--- config.mk ---
export PLATFORM = sky130hd
export DESIGN_NAME = data_stack
export DESIGN_NICKNAME = d
export VERILOG_FILES = /design/src/rtl/data_stack.sv
export SDC_FILE = /design/constraint.sdc
export NUM_CORES = 1
export LEC_CHECK = 0
export CAP_MARGIN = 10
export CORE_UTILIZATION = 64
export DETAILED_ROUTE_END_ITERATION = 8
export PLACE_DENSITY_LB_ADDON = 0.15
export SETUP_SLACK_MARGIN = 0.4
export SYNTH_ARGS = -nofsm -noshare
export SYNTH_HDL_FRONTEND = slang
export SYNTH_SLANG_ARGS = --single-unit
--- constraint.sdc ---
create_clock -name CLK -period 4.4 [get_ports CLK]
set_input_delay 0.88 -clock CLK [delete_from_list [all_inputs] [get_ports CLK]]
set_output_delay 0.88 -clock CLK [all_outputs]
set_load 0.02 [all_outputs]
--- src/rtl/data_stack.sv ---
// data_stack: 16-bit stack processor data stack.
// In: CLK, reset(n), stackOP, din, clear_err. Out: top, second, count, empty, full, overflow, underflow.
module data_stack #(
  parameter int WIDTH = 16,
  parameter int DEPTH = 16
) (
  input  logic                       CLK,
  input  logic                       reset,
  input  logic [2:0]                 stackOP,
  input  logic [WIDTH-1:0]           din,
  input  logic                       clear_err,
  output logic [WIDTH-1:0]           top,
  output logic [WIDTH-1:0]           second,
  output logic [$clog2(DEPTH+1)-1:0] count,
  output logic                       empty,
  output logic                       full,
  output logic                       overflow,
  output logic                       underflow
);

  localparam int CW = $clog2(DEPTH + 1);
  localparam logic [CW-1:0] DMAX = CW'(DEPTH);
  localparam logic [CW-1:0] ONE  = CW'(1);
  localparam logic [CW-1:0] TWO  = CW'(2);

  typedef enum logic [2:0] {
    OP_NONE = 3'd0,
    OP_PUSH = 3'd1,
    OP_PAR  = 3'd2,
    OP_POP  = 3'd3,
    OP_POP2 = 3'd4,
    OP_SWAP = 3'd5
  } op_e;

  logic [WIDTH-1:0] mem_q [DEPTH];
  logic [WIDTH-1:0] mem_d [DEPTH];
  logic [CW-1:0]    cnt_q, cnt_d;
  logic             ovf_q, ovf_d;
  logic             unf_q, unf_d;

  logic has1, has2, is_full;
  logic do_push, do_par, do_pop, do_pop2, do_swap;
  logic f_ovf, f_unf;

  assign has1    = (cnt_q >= ONE);
  assign has2    = (cnt_q >= TWO);
  assign is_full = (cnt_q == DMAX);

  always_comb begin
    do_push = 1'b0;
    do_par  = 1'b0;
    do_pop  = 1'b0;
    do_pop2 = 1'b0;
    do_swap = 1'b0;
    f_ovf   = 1'b0;
    f_unf   = 1'b0;
    case (stackOP)
      OP_PUSH: begin
        do_push = !is_full;
        f_ovf   = is_full;
      end
      OP_PAR: begin
        do_par = has2;
        f_unf  = !has2;
      end
      OP_POP: begin
        do_pop = has1;
        f_unf  = !has1;
      end
      OP_POP2: begin
        do_pop2 = has2;
        f_unf   = !has2;
      end
      OP_SWAP: begin
        do_swap = has2;
        f_unf   = !has2;
      end
      default: ;
    endcase
  end

  // Storage is a shift register: entry 0 is always the top, so
  // deeper entries keep their relative order under every command.
  always_comb begin
    for (int i = 0; i < DEPTH; i++) mem_d[i] = mem_q[i];
    cnt_d = cnt_q;
    if (do_push) begin
      mem_d[0] = din;
      for (int i = 1; i < DEPTH; i++) mem_d[i] = mem_q[i-1];
      cnt_d = cnt_q + ONE;
    end else if (do_par) begin
      mem_d[0] = din;
      for (int i = 1; i < DEPTH - 1; i++) mem_d[i] = mem_q[i+1];
      mem_d[DEPTH-1] = '0;
      cnt_d = cnt_q - ONE;
    end else if (do_pop) begin
      for (int i = 0; i < DEPTH - 1; i++) mem_d[i] = mem_q[i+1];
      mem_d[DEPTH-1] = '0;
      cnt_d = cnt_q - ONE;
    end else if (do_pop2) begin
      for (int i = 0; i < DEPTH - 2; i++) mem_d[i] = mem_q[i+2];
      mem_d[DEPTH-2] = '0;
      mem_d[DEPTH-1] = '0;
      cnt_d = cnt_q - TWO;
    end else if (do_swap) begin
      mem_d[0] = mem_q[1];
      mem_d[1] = mem_q[0];
    end
  end

  // A fault raised in the same cycle as clear_err still sets its flag.
  always_comb begin
    ovf_d = clear_err ? 1'b0 : ovf_q;
    unf_d = clear_err ? 1'b0 : unf_q;
    if (f_ovf) ovf_d = 1'b1;
    if (f_unf) unf_d = 1'b1;
  end

  always_ff @(posedge CLK or negedge reset) begin
    if (!reset) begin
      for (int i = 0; i < DEPTH; i++) mem_q[i] <= '0;
      cnt_q <= '0;
      ovf_q <= 1'b0;
      unf_q <= 1'b0;
    end else begin
      for (int i = 0; i < DEPTH; i++) mem_q[i] <= mem_d[i];
      cnt_q <= cnt_d;
      ovf_q <= ovf_d;
      unf_q <= unf_d;
    end
  end

  assign top       = has1 ? mem_q[0] : '0;
  assign second    = has2 ? mem_q[1] : '0;
  assign count     = cnt_q;
  assign empty     = (cnt_q == '0);
  assign full      = is_full;
  assign overflow  = ovf_q;
  assign underflow = unf_q;

endmodule
==> flow_summary.json <==
{
  "status": "finished, final reports clean",
  "hold_viol_final": 0,
  "worst-setup-path-type": "reg -> out",
  "die_width_microns": 144,
  "rsz0062_at_grt": "true",
  "hold_class": "in -> async",
  "crit_path_start_kind": "flop",
  "end_kind": "output port",
  "groute.usage.overall": 0.281,
  "cts_sinks": 263,
  "max_slew_margin": 0.223,
  "critPathRequiredTime_ps": 3520,
  "yosysUniqueCellTypes": 49,
  "fmax_mhz": 259,
  "io-pin-count": 63,
  "setup_slack_ps": 542,
  "skew_ps": 10.7,
  "area.growth.synth_to_final_pct": 12.3,
  "finalCoreUtilization": 0.737,
  "p_leak_nw": 6.32,
  "cts.htree.levels": 1,
  "hpwl_microns": 15900,
  "die_h_microns": 144,
  "drt_pre_antenna_iters": 5,
  "syn_nets": 1095,
  "grt_overflow_total": 0,
  "row_count": 51,
  "cts.root.buffer_cell": "clkbuf_16",
  "cts_hold_buf": 0,
  "cts-resized-gates": 0,
  "drv_slew": 0,
  "async_flop_share": 1.00,
  "antenna_left": 0,
  "portBuffers": 62,
  "hold_ws_ps": 370,
  "setup-tns-final_ps": 0,
  "place_ws_ps": 806,
  "path_clk_slew_ps": 60,
  "detail_route.wl_per_cell_microns": 21.4,
  "cp_max_fo": 16,
  "totalWireLength_microns": 28600,
  "drive_gt1_frac": 0.110,
  "mostFrequentLayoutCell": "dfrtp_1",
  "globalplace.congestion": 0.780,
  "synth.cell_area_sq_mm": 0.0128,
  "synth_edf_count": 0,
  "vias": 9810,
  "nets": 1085,
  "ir_drop_v": 0.000337,
  "drc": 0,
  "final_cell_mix": "dfrtp_1 (263), a22o_1 (208), a221o_1 (192)",
  "grt_pass1_wl_microns": 47400,
  "critPathArrivalTime_ps": 2980,
  "clock_latency_ps": 530,
  "core_area_sq_mm": 0.0195,
  "ys.warnings.count": 0,
  "ys_seq_elements": 263,
  "grt_antenna_before_repair": 0,
  "viasPerCell": 7.33,
  "diodes": 0,
  "cts_tree": "built",
  "final.min_clock_period_ps": 3860,
  "finalSetupViolCount": 0,
  "powerDensity_mw_per_mm2": 692,
  "fin_crit_sh": 0.877,
  "seq_area_frac_synth": 0.513,
  "finalPower_mw": 9.96,
  "drt-initial-drc-count": 1234,
  "post_cts_buffers": 0,
  "dominantRegCellSynth": "dfrtp_1",
  "initial_core_util": 0.657,
  "netlist_instances": 1065,
  "cts_buffers": 27,
  "grt_pass1_vias": 8706,
  "syn_avg_cell_area_sq_um": 12.0,
  "dieArea_sq_mm": 0.0206,
  "grt_max_degree": 225,
  "maxCapViolations": 0,
  "tightest_slew_ps": 1170,
  "clk_path_buf_depth": 3
}
-- area by class of cell --
cell class              instances  area, sq um
clock buffers                  37          753
clock inverters                10          128
fillers                      1328         5130
inverters                       7         26.3
multi-input cells             678         5730
flip-flops and latches        263         6580
well taps                     265          332
repair buffers                 78          846
-- critical path, cell delays in order, from the launching register on --
cell,delay [ps]
dfrtp_1,470
inv_1,200
ha_1,200
nor3b_4,380
nand2_1,370
and2_1,280
clkdlybuf4s50_1,540
-- Yosys cell counts, types with 2 or more instances --
master	n	share of area
dfrtp_1	263	0.51
a22o_1	208	0.14
a221o_1	192	0.15
clkbuf_1	83	0.024
nor2_1	37	0.011
mux2_2	36	0.032
and2_1	33	0.016
nand2_1	23	0.0067
buf_2	21	0.0082
nand3_1	21	0.0082
a31oi_1	18	0.0088
nor3_1	18	0.0070
o22ai_1	17	0.0083
nor4_1	16	0.0078
mux2_4	12	0.014
ha_1	8	0.0078
buf_1	7	0.0020
inv_1	7	0.0020
buf_6	4	0.0035
o21ai_0	4	0.0016
a21oi_1	3	0.0012
xnor2_1	3	0.0020
a21oi_2	2	0.0014
a32o_1	2	0.0016
nand2b_1	2	0.00098
o221ai_1	2	0.0014
-- where the power goes --
group	switching (mW)	total [mW]	internal, mW
sequential	1.20	4.60	3.40
clock	0.916	2.28	1.37
combinational	1.32	3.08	1.77
-- final timing paths --
| check | cells past startpoint | slack (ps) | from | to |
|---|---|---|---|---|
| worst max-delay path | 6 | 540 | count[1]$_DFFE_PN0P_ | top[8] |
| worst max register to register | 7 | 1210 | count[1]$_DFFE_PN0P_ | mem_q[252]$_DFFE_PN0P_ |
| worst min register to register | 1 | 520 | mem_q[2]$_DFFE_PN0P_ | mem_q[2]$_DFFE_PN0P_ |
| min in group CLK | 1 | 520 | mem_q[2]$_DFFE_PN0P_ | mem_q[2]$_DFFE_PN0P_ |
| max in group asynchronous | 2 | 3080 | reset | mem_q[166]$_DFFE_PN0P_ |
| worst min-delay path | 1 | 370 | reset | count[3]$_DFFE_PN0P_ |
-- state kept, by name, summed over array words and instances, names as in the netlist --
name / flops
overflow: 1
count: 5
underflow: 1
mem_q: 256
-- routing by layer --
metal  routed length [microns]  track usage
met4                       360       0.0622
met2                     12600        0.380
met1                     13800        0.473
met5                         0            0
met3                      1840       0.0357
-- cells by family (layout without fill, tap and decap cells) --
logic type / Yosys count / count (layout) / synth area share
compound gates: 458 / 458 / 0.323
xor+xnor: 3 / 3 / 0.00205
fa+ha+maj: 8 / 8 / 0.00781
buf+inv: 124 / 132 / 0.0419
flops: 263 / 263 / 0.513
mux: 49 / 49 / 0.0465
simple gates: 160 / 160 / 0.0657
-- per-stage QoR --
step	area, sq um	cells
final	14400	1338
after global routing	14400	1338
after CTS	14400	1338
after detailed placement	13500	1291
after global placement	13500	1291
after floorplan	12800	1065
Power figures use the tool's default switching activity.
